$ cat config.mk
export PLATFORM = sky130hd
export DESIGN_NAME = reg_bank_op_sequencer_flat
export DESIGN_NICKNAME = d
export VERILOG_FILES = /design/src/rtl/reg_bank_pkg.sv /design/src/rtl/reg_bank_op_sequencer_if.sv /design/src/rtl/reg_bank_op_sequencer_seq_alu.sv /design/src/rtl/reg_bank_op_sequencer.sv /design/src/flat_wrapper.sv
export SDC_FILE = /design/constraint.sdc
export NUM_CORES = 1
export LEC_CHECK = 0
export ABC_AREA = 1
export CAP_MARGIN = 20
export CELL_PAD_IN_SITES_DETAIL_PLACEMENT = 1
export CELL_PAD_IN_SITES_GLOBAL_PLACEMENT = 1
export CORE_UTILIZATION = 33
export DETAILED_ROUTE_END_ITERATION = 16
export PLACE_DENSITY = 0.84
export SLEW_MARGIN = 20
export SYNTH_ARGS = -nofsm -noshare
export SYNTH_HDL_FRONTEND = slang
export SYNTH_SLANG_ARGS = --single-unit
$ cat constraint.sdc
create_clock -name clk -period 2.6 [get_ports clk]
set_clock_uncertainty 0.2 [all_clocks]
set_input_delay 0.26 -clock clk [delete_from_list [all_inputs] [get_ports clk]]
set_output_delay 0.26 -clock clk [all_outputs]
set_load 0.03 [all_outputs]
$ cat src/rtl/reg_bank_pkg.sv
// rtl/reg_bank_pkg.sv - shared opcodes, FSM states and size defaults for the op sequencer
// Purpose: common definitions imported by the sequencer, its ALU and its interface.
// Ports: none (package).
package reg_bank_pkg;

  localparam int DATA_W_DEF = 8;
  localparam int NREGS_DEF  = 8;

  localparam logic [2:0] OP_NOP = 3'b000;
  localparam logic [2:0] OP_ADD = 3'b001;
  localparam logic [2:0] OP_SUB = 3'b010;
  localparam logic [2:0] OP_AND = 3'b011;
  localparam logic [2:0] OP_OR  = 3'b100;
  localparam logic [2:0] OP_XOR = 3'b101;
  localparam logic [2:0] OP_MOV = 3'b110;
  localparam logic [2:0] OP_LDI = 3'b111;

  typedef enum logic [1:0] {
    S_IDLE  = 2'd0,
    S_READ  = 2'd1,
    S_EXEC  = 2'd2,
    S_WRITE = 2'd3
  } state_t;

endpackage

$ cat src/rtl/reg_bank_op_sequencer_if.sv
// rtl/reg_bank_op_sequencer_if.sv - command handshake and register-bank bus bundle
// Purpose: groups the command channel and the register-bank read/write port.
// Ports: master = command source + bank (drives cmd_*, rf_rdata_*),
//        slave  = sequencer (drives cmd_ready, rf_raddr_*, rf_we/waddr/wdata, done).
interface reg_bank_op_sequencer_if
  import reg_bank_pkg::*;
#(
  parameter int DATA_W = DATA_W_DEF,
  parameter int ADDR_W = $clog2(NREGS_DEF)
);

  logic              cmd_valid;
  logic              cmd_ready;
  logic [2:0]        cmd_op;
  logic [ADDR_W-1:0] cmd_rd;
  logic [ADDR_W-1:0] cmd_rs1;
  logic [ADDR_W-1:0] cmd_rs2;
  logic [DATA_W-1:0] cmd_imm;
  logic [ADDR_W-1:0] rf_raddr_a;
  logic [ADDR_W-1:0] rf_raddr_b;
  logic [DATA_W-1:0] rf_rdata_a;
  logic [DATA_W-1:0] rf_rdata_b;
  logic              rf_we;
  logic [ADDR_W-1:0] rf_waddr;
  logic [DATA_W-1:0] rf_wdata;
  logic              done;

  modport master (
    output cmd_valid, cmd_op, cmd_rd, cmd_rs1, cmd_rs2, cmd_imm, rf_rdata_a, rf_rdata_b,
    input  cmd_ready, rf_raddr_a, rf_raddr_b, rf_we, rf_waddr, rf_wdata, done
  );

  modport slave (
    input  cmd_valid, cmd_op, cmd_rd, cmd_rs1, cmd_rs2, cmd_imm, rf_rdata_a, rf_rdata_b,
    output cmd_ready, rf_raddr_a, rf_raddr_b, rf_we, rf_waddr, rf_wdata, done
  );

endinterface

$ cat src/rtl/reg_bank_op_sequencer_seq_alu.sv
// rtl/reg_bank_op_sequencer_seq_alu.sv - combinational ALU used during EXEC
// Purpose: computes the write-back value and carry/borrow for one opcode.
// Ports: op, a, b, imm in; result, carry out (carry only meaningful for ADD/SUB).
module seq_alu
  import reg_bank_pkg::*;
#(
  parameter int DATA_W = DATA_W_DEF
) (
  input  logic [2:0]        op,
  input  logic [DATA_W-1:0] a,
  input  logic [DATA_W-1:0] b,
  input  logic [DATA_W-1:0] imm,
  output logic [DATA_W-1:0] result,
  output logic              carry
);

  logic [DATA_W:0] sum;
  logic [DATA_W:0] diff;

  always_comb begin
    // One extra bit so the MSB carries out of ADD / borrows out of SUB.
    sum    = {1'b0, a} + {1'b0, b};
    diff   = {1'b0, a} - {1'b0, b};
    result = '0;
    carry  = 1'b0;
    case (op)
      OP_ADD: begin
        result = sum[DATA_W-1:0];
        carry  = sum[DATA_W];
      end
      OP_SUB: begin
        result = diff[DATA_W-1:0];
        carry  = diff[DATA_W];
      end
      OP_AND:  result = a & b;
      OP_OR:   result = a | b;
      OP_XOR:  result = a ^ b;
      OP_MOV:  result = a;
      OP_LDI:  result = imm;
      default: result = '0;
    endcase
  end

endmodule

$ cat src/rtl/reg_bank_op_sequencer.sv
// rtl/reg_bank_op_sequencer.sv - sequences opcode commands into register-bank read/exec/write traffic
// Purpose: accepts one command at a time, reads rs1/rs2, computes in seq_alu, writes rd.
//          IDLE -> READ -> EXEC -> WRITE -> IDLE, one command per 4 cycles.
// Ports: clk, rst (sync, active-high); bus (slave side of reg_bank_op_sequencer_if);
//        flag_z, flag_c only when SEQ_FLAGS_EN is defined.
// Config: SEQ_FLAGS_EN adds zero and carry/borrow flags updated by ADD/SUB/AND/OR/XOR.
module reg_bank_op_sequencer
  import reg_bank_pkg::*;
#(
  parameter int DATA_W = DATA_W_DEF,
  parameter int NREGS  = NREGS_DEF,
  parameter int ADDR_W = $clog2(NREGS)
) (
  input  logic                   clk,
  input  logic                   rst,
  reg_bank_op_sequencer_if.slave bus
`ifdef SEQ_FLAGS_EN
  ,
  output logic                   flag_z,
  output logic                   flag_c
`endif
);

  state_t            state_q, state_d;
  logic [2:0]        op_q;
  logic [ADDR_W-1:0] rd_q, rs1_q, rs2_q;
  logic [DATA_W-1:0] imm_q, opa_q, opb_q, res_q;
  logic [DATA_W-1:0] alu_result;
  logic              alu_carry;

  logic              cmd_ready;
  logic [ADDR_W-1:0] raddr_a, raddr_b, waddr;
  logic [DATA_W-1:0] wdata;
  logic              we, done;

  seq_alu #(.DATA_W(DATA_W)) u_alu (
    .op     (op_q),
    .a      (opa_q),
    .b      (opb_q),
    .imm    (imm_q),
    .result (alu_result),
    .carry  (alu_carry)
  );

  always_ff @(posedge clk) begin
    if (rst) state_q <= S_IDLE;
    else     state_q <= state_d;
  end

  always_comb begin
    state_d   = state_q;
    cmd_ready = 1'b0;
    raddr_a   = '0;
    raddr_b   = '0;
    we        = 1'b0;
    waddr     = '0;
    wdata     = '0;
    done      = 1'b0;
    case (state_q)
      S_IDLE: begin
        cmd_ready = 1'b1;
        if (bus.cmd_valid) state_d = S_READ;
      end
      S_READ: begin
        raddr_a = rs1_q;
        raddr_b = rs2_q;
        state_d = S_EXEC;
      end
      S_EXEC: state_d = S_WRITE;
      S_WRITE: begin
        // Reset during WRITE drops the write-back: the bank must not commit it.
        we      = (op_q != OP_NOP) && !rst;
        done    = !rst;
        waddr   = rd_q;
        wdata   = res_q;
        state_d = S_IDLE;
      end
      default: state_d = S_IDLE;
    endcase
  end

  always_ff @(posedge clk) begin
    if (rst) begin
      op_q  <= OP_NOP;
      rd_q  <= '0;
      rs1_q <= '0;
      rs2_q <= '0;
      imm_q <= '0;
      opa_q <= '0;
      opb_q <= '0;
      res_q <= '0;
    end else begin
      if (state_q == S_IDLE && bus.cmd_valid) begin
        op_q  <= bus.cmd_op;
        rd_q  <= bus.cmd_rd;
        rs1_q <= bus.cmd_rs1;
        rs2_q <= bus.cmd_rs2;
        imm_q <= bus.cmd_imm;
      end
      // Operands are frozen here, so rd == rs1/rs2 sees the pre-write values.
      if (state_q == S_READ) begin
        opa_q <= bus.rf_rdata_a;
        opb_q <= bus.rf_rdata_b;
      end
      if (state_q == S_EXEC) res_q <= alu_result;
    end
  end

`ifdef SEQ_FLAGS_EN
  logic carry_q;

  always_ff @(posedge clk) begin
    if (rst) carry_q <= 1'b0;
    else if (state_q == S_EXEC) carry_q <= alu_carry;
  end

  always_ff @(posedge clk) begin
    if (rst) begin
      flag_z <= 1'b0;
      flag_c <= 1'b0;
    end else if (state_q == S_WRITE) begin
      case (op_q)
        OP_ADD, OP_SUB: begin
          flag_z <= (res_q == '0);
          flag_c <= carry_q;
        end
        OP_AND, OP_OR, OP_XOR: begin
          flag_z <= (res_q == '0);
          flag_c <= 1'b0;
        end
        default: ;
      endcase
    end
  end
`else
  logic unused_carry;
  assign unused_carry = alu_carry;
`endif

  assign bus.cmd_ready  = cmd_ready;
  assign bus.rf_raddr_a = raddr_a;
  assign bus.rf_raddr_b = raddr_b;
  assign bus.rf_we      = we;
  assign bus.rf_waddr   = waddr;
  assign bus.rf_wdata   = wdata;
  assign bus.done       = done;

endmodule

$ cat src/flat_wrapper.sv
// flat-port wrapper written by rule: the top's interface ports become plain ports
module reg_bank_op_sequencer_flat import reg_bank_pkg::*;
#(
  parameter int DATA_W = DATA_W_DEF,
  parameter int NREGS  = NREGS_DEF,
  parameter int ADDR_W = $clog2(NREGS)
)
  (clk, rst, bus_cmd_valid, bus_cmd_op, bus_cmd_rd, bus_cmd_rs1, bus_cmd_rs2, bus_cmd_imm, bus_rf_rdata_a, bus_rf_rdata_b, bus_cmd_ready, bus_rf_raddr_a, bus_rf_raddr_b, bus_rf_we, bus_rf_waddr, bus_rf_wdata, bus_done);
  reg_bank_op_sequencer_if #(.DATA_W(DATA_W), .ADDR_W(ADDR_W)) bus_i ();
  input  logic clk;
  input  logic rst;
  input wire logic [$bits(bus_i.cmd_valid)-1:0] bus_cmd_valid;
  input wire logic [$bits(bus_i.cmd_op)-1:0] bus_cmd_op;
  input wire logic [$bits(bus_i.cmd_rd)-1:0] bus_cmd_rd;
  input wire logic [$bits(bus_i.cmd_rs1)-1:0] bus_cmd_rs1;
  input wire logic [$bits(bus_i.cmd_rs2)-1:0] bus_cmd_rs2;
  input wire logic [$bits(bus_i.cmd_imm)-1:0] bus_cmd_imm;
  input wire logic [$bits(bus_i.rf_rdata_a)-1:0] bus_rf_rdata_a;
  input wire logic [$bits(bus_i.rf_rdata_b)-1:0] bus_rf_rdata_b;
  output wire logic [$bits(bus_i.cmd_ready)-1:0] bus_cmd_ready;
  output wire logic [$bits(bus_i.rf_raddr_a)-1:0] bus_rf_raddr_a;
  output wire logic [$bits(bus_i.rf_raddr_b)-1:0] bus_rf_raddr_b;
  output wire logic [$bits(bus_i.rf_we)-1:0] bus_rf_we;
  output wire logic [$bits(bus_i.rf_waddr)-1:0] bus_rf_waddr;
  output wire logic [$bits(bus_i.rf_wdata)-1:0] bus_rf_wdata;
  output wire logic [$bits(bus_i.done)-1:0] bus_done;
  assign bus_i.cmd_valid = bus_cmd_valid;
  assign bus_i.cmd_op = bus_cmd_op;
  assign bus_i.cmd_rd = bus_cmd_rd;
  assign bus_i.cmd_rs1 = bus_cmd_rs1;
  assign bus_i.cmd_rs2 = bus_cmd_rs2;
  assign bus_i.cmd_imm = bus_cmd_imm;
  assign bus_i.rf_rdata_a = bus_rf_rdata_a;
  assign bus_i.rf_rdata_b = bus_rf_rdata_b;
  assign bus_cmd_ready = bus_i.cmd_ready;
  assign bus_rf_raddr_a = bus_i.rf_raddr_a;
  assign bus_rf_raddr_b = bus_i.rf_raddr_b;
  assign bus_rf_we = bus_i.rf_we;
  assign bus_rf_waddr = bus_i.rf_waddr;
  assign bus_rf_wdata = bus_i.rf_wdata;
  assign bus_done = bus_i.done;
  reg_bank_op_sequencer #(.DATA_W(DATA_W), .NREGS(NREGS), .ADDR_W(ADDR_W)) u_core (.clk(clk), .rst(rst), .bus(bus_i));
endmodule
# == After elaboration in Yosys (flattened, before gate mapping) ==
# Index checks and enable logic that the tools add are counted.
# op_classes
add_sub_neg,2
n_eq_ne,11
muxes,10
bitwise_logic,3
n_reduce_logical,5
# ops
cell,count
case mux 8 bit (7 select lines),1
equality test 3 bit (second input constant),4
2-to-1 mux 3 bit,3
adder 8 bit,1
AND 8 bit,1
2-to-1 mux 8 bit,1
OR 8 bit,1
case mux 2 bit (4 select lines),1
subtractor 8 bit,1
bitwise XOR 8 bit,1
equality test 3 x 2 -> 1 bit (second input constant),2
equality test 2 bit (second input constant),2
equality test 3 x 1 -> 1 bit (second input constant),1
2-to-1 mux 1 bit,3
nonzero test 3 bit,1
equality test 2 x 1 -> 1 bit (second input constant),1
logical AND 1 bit,2
logical NOT 2 bit,1
2-to-1 mux 2 bit,1
inequality test 2 bit (second input constant),1
logical NOT 1 bit,1
# totals
ff_bits,46
out_inout_bits,20
wordCells,40

# == Depth between registers and ports, before layout ==
# logic_depth
word_depth,3
ltp_mapped,18
depth_no_buf,18

# == Hierarchy ==
# From an unflattened synthesis, not the netlist that was laid out.
# hier_totals
hier_cells,489
area_unflattened_um2,3186.8
# by_module_without_submodules
module,instances,cells_each,area_per_inst_um2,seq_area_each_um2
reg_bank_op_sequencer,1,254,1869.3,920.9
seq_alu,1,235,1317.5,0.0

# == Worst setup path before layout ==
# Ideal clock, no wire load.
# synth_path
kind,register to register
from,register u_core.opb_q[0]
to,register u_core.res_q[5]
setup_time_ns,0.134
t_arrival_ns,2.147
required_ns,2.266
setup_slack_ns,0.119
stages_incl_launch_ff,16
synth_period_minus_slack_ns,2.481
path_cell_list,dfxtp_1 > inv_1 > ha_1 > inv_1 > nor3_1 > or2_2 > xor2_1 > ha_1 > nand2_1 > or2_2 > nand3_1 > nand2_1 > nand3_1 > nand2_1 > nand2_1 > a21oi_1
# synth_via
elab_chain_len,2
word_cells_on_any_way,3
# synth_lines
element,line_no,source
start: declaration,reg_bank_op_sequencer.sv:27,"logic [DATA_W-1:0] imm_q, opa_q, opb_q, res_q;"
start signal: assignment,reg_bank_op_sequencer.sv:103,opb_q <= bus.rf_rdata_b;
subtractor 8 bit or adder 8 bit (tied branches),"reg_bank_op_sequencer_seq_alu.sv:23, reg_bank_op_sequencer_seq_alu.sv:22",
case mux 8 bit (7 select lines) (*),reg_bank_op_sequencer_seq_alu.sv:26,case (op)
end signal: assignment,reg_bank_op_sequencer.sv:105,if (state_q == S_EXEC) res_q <= alu_result;
end: declaration,reg_bank_op_sequencer.sv:27,
# Mark *: on every way between the ends. The rest lies on a longest branch, timed or not.
# A chain may end at the register's enable or synchronous reset.

# == Worst setup path in the final report ==
# layout_path
from,register u_core.opb_q[0]
to,register u_core.res_q[7]
# Same word-level chain as after synthesis.

==> flow_metrics.py <==
metrics = {
    "pwr": {
        "p_per_area_mw_per_mm2": 1200,
        "finalPower_w": 0.00455,
        "irDropWorstVdd_mv": 0.498,
        "swShare_pct": 49.5,
        "leakagePower_nw": 1.70,
        "p_int_w": 0.00229,
        "seq_power_share_pct": 24.3,
        "share_comb_of_total_power_pct": 65.8,
        "p_clk_share_pct": 10.0,
        "p_switching_w": 0.00225,
    },
    "global_routing": {
        "grt_pass1_vias": 3107,
        "globalRouteTotalUtil_pct": 21.8,
        "grt.overflow.total": 0,
        "grt_first_pass_wirelength_microns": 15000,
        "antenna_found_initial": 0,
        "grt_start_max_net_pins": 47,
    },
    "timing": {
        "setup_viol": 0,
        "rsz0062_at_grt": "true",
        "fin_crit_ps": 2510,
        "drv_slew": 0,
        "layout_worst_path_cycle_share_pct": 96.5,
        "final_hold_viol_count": 0,
        "slew_headroom_pct": 65.5,
        "clock.fmax_mhz": 398,
        "tightest_slew_ps": 518,
    },
    "yosys": {
        "yosys_warnings": 0,
        "synth.top_cell.area_share_pct": 32.2,
        "synth-adder-area-share_pct": 12.9,
        "synthSimpleGateAreaFrac_pct": 25.1,
        "syn-num-nets": 474,
        "synth_top_family_by_area": "simple AND/OR/NAND/NOR gates",
        "syn-cell-area_sq_mm": 0.00286,
        "syn_inst": 406,
        "synth_xor_area_share_pct": 1.83,
        "synth_mux_area_share_pct": 0,
        "ys_ff_latch": 46,
        "yosysTopAreaCell": "dfxtp_1",
        "ys_types": 39,
        "ys_seq_area_share_pct": 32.2,
        "synth_area_leaders": "dfxtp_1, nand2_1, ha_1, inv_1, a211oi_1",
        "avgSynthCellArea_sq_um": 7.05,
        "synth_compound_area_share_pct": 17.9,
    },
    "floorplanning": {
        "start_util_pct": 34.5,
        "die_y_microns": 95.2,
        "num_io_pins": 59,
        "coreArea_sq_mm": 0.00830,
        "fp-row-count": 33,
        "die-width_microns": 95.2,
        "dieArea_sq_mm": 0.00906,
    },
    "place": {
        "dp_hpwl_microns": 6700,
        "post_dp_cell_area_sq_mm": 0.00361,
        "port_buffers": 58,
        "routabilityCongestion": 0.929,
    },
    "cts": {
        "cts_tree": "built",
        "numCtsBuffers": 5,
        "clk_latency_ps": 310,
        "clk_pin_slew_ps": 100,
        "ctsHtreeMaxLevel": 2,
        "cts.path.max_buffers": 2,
        "clock_sinks": 46,
        "root_buffer": "clkbuf_8",
    },
    "route": {
        "vias_per_cell": 5.10,
        "dr.pass1.iters": 4,
        "drt-initial-drc-count": 89,
        "drc": 0,
        "drtAntennaViolNets": 0,
        "vias": 2957,
        "avgRoutedWirePerCell_microns": 15.9,
        "routed_wl_microns": 9200,
    },
    "setup_path": {
        "cp.required_ps": 2590,
        "slowest_delay_ps": 340,
        "cp_cell_sequence": "inv_1 -> ha_1 -> inv_2 -> nor3_2 -> or2_4 -> xor2_1 -> ha_1 -> nand2_1 -> nand2_1 -> nand2_1 -> nand2_1 -> a21oi_1 -> nand3_1 -> nand3_1 -> nand2_1 -> nand2_1 -> a21oi_1",
        "critPathMostFrequentCell": "nand2_1",
        "critPathLaunchType": "flop",
        "worstPathMaxFanout": 4,
        "crit_type": "reg2reg",
        "crit_slowest_cell": "dfxtp_2",
        "endpoint_kind": "flop",
        "crit_arrival_ps": 2500,
    },
    "cells_and_area": {
        "seq_area_sq_um": 925,
        "multi_input_area_sq_mm": 0.00170,
        "drive_above_1_share_pct": 11.2,
        "fill_cells": 1040,
        "nets": 542,
        "stdcell_area_sq_mm": 0.00379,
        "syn2layout_area_growth_pct": 32.4,
        "antenna_cells": 0,
    },
    "run": {
        "drv_cap": 0,
    },
    "worst_hold_path": {
        "hold_class": "reg2reg",
    },
    "status": {
        "status": "completed",
    },
}
## cells by family (layout without fill, tap and decap cells)
kind of cell | after synthesis | count (layout)
AND/OR/NAND/NOR | 168 | 168
flip-flops | 46 | 46
AO/OA/AOI/OAI | 82 | 82
buffers and inverters | 75 | 144
XOR/XNOR | 6 | 6
adder cells (fa/ha/maj) | 29 | 29
## placed cells by master, fill, tap and decap left out, drive strengths merged, types with 15 or more instances in the layout
cell type / count
inv: 60
nand2: 109
nand3: 15
ha: 28
dfxtp: 46
clkdlybuf4s50: 58
buf: 17
a211oi: 25
o21ai: 15
a21oi: 31
nor2: 31
## through the flow
| step | setup WS, ps | hold WS, ps | TNS (ps) | util [%] | cells |
|---|---|---|---|---|---|
| after floorplan | 119 | 205 | 0 | - | 406 |
| after global placement | 54.1 | 253 | 0 | 43.5 | 566 |
| after detailed placement | -57.3 | 257 | -57.3 | 43.5 | 566 |
| after CTS | 5.85 | 271 | 0 | 44.8 | 576 |
| after global routing | -90.4 | 294 | -132 | 45.7 | 580 |
| final | 90.5 | 268 | 0 | 45.7 | 580 |
## area by class of cell
cell class	count	share of cell area (%)
multi-input cells	285	44.8
flip-flops and latches	46	24.4
repair buffers	75	19.0
inverters	61	6.11
well taps	105	3.47
clock buffers	6	1.91
clock inverters	2	0.363
## per-layer routing
metal | vias to the layer above | share of wire [%] | routed length (microns) | global-route usage, %
met5 | - | 0 | 0 | 0
met4 | 0 | 4.2 | 388 | 12.0
met3 | 26 | 3.3 | 306 | 3.35
met2 | 73 | 50 | 4560 | 37.7
met1 | 1401 | 43 | 3950 | 25.6
li1 | 1457 | - | - | -
## worst paths after layout
| check | end | start | cells past startpoint | slack, ps |
|---|---|---|---|---|
| hold / removal | u_core.rs1_q[2] | u_core.rs1_q[2] | 2 | 270 |
| setup reg to reg | u_core.res_q[7] | u_core.opb_q[0] | 17 | 90 |
| setup / recovery | u_core.res_q[7] | u_core.opb_q[0] | 17 | 90 |
| hold reg to reg | u_core.rs1_q[2] | u_core.rs1_q[2] | 2 | 270 |
## synth_stat cells
master	instances
a211oi_1	25
a21oi_1	30
a21oi_2	1
a221oi_1	1
a22o_1	1
a22oi_1	2
a31oi_1	1
buf_1	1
buf_2	1
buf_6	1
clkbuf_1	11
clkinv_1	1
dfxtp_1	46
fa_1	1
ha_1	28
inv_1	55
inv_2	5
nand2_1	107
nand2_2	2
nand3_1	13
nand3_2	1
nand3_4	1
nand3b_1	1
nand4_1	6
nor2_1	29
nor2_4	2
nor3_1	2
o2111ai_1	1
o211ai_2	1
o21a_1	1
o21ai_0	8
o21ai_1	7
o21bai_1	1
o221ai_1	1
o22ai_1	1
or2_0	1
or2_2	3
xnor2_1	1
xor2_1	5
## repair_timing
item                                    4_1_cts  5_1_grt
pin swaps                                     1        4
cloned                                        0        0
endpoints found under the setup margin        1        6
hold buffers                                  0        0
gates resized for setup                       3       15
buffers inserted                              2        4
## critical path, delay by kind of cell (launching register included)
family | cells | cell delay (ps)
simple gates | 10 | 870
fa+ha+maj | 2 | 540
flops | 1 | 340
compound gates | 2 | 170
xor+xnor | 1 | 140
buf+inv | 2 | 110
## flip-flops by register name, summed over array words and instances (netlist names)
signal / flops
u_core.rd_q: 3
u_core.opa_q: 8
u_core.imm_q: 8
u_core.opb_q: 8
u_core.rs2_q: 3
u_core.rs1_q: 3
u_core.res_q: 8
u_core.state_q: 2
u_core.op_q: 3
## power groups by stage
stage	Clock (W)	Combinational [W]	Sequential, W
3_3_place_gp	0	0.00252	0.00109
3_5_place_dp	0	0.00263	0.00111
2_1_floorplan	0	0.00188	0.00106
6_report	0.000453	0.00299	0.00110
5_1_grt	0.000488	0.00336	0.00113
4_1_cts	0.000468	0.00273	0.00109
Power figures use the tool's default switching activity.
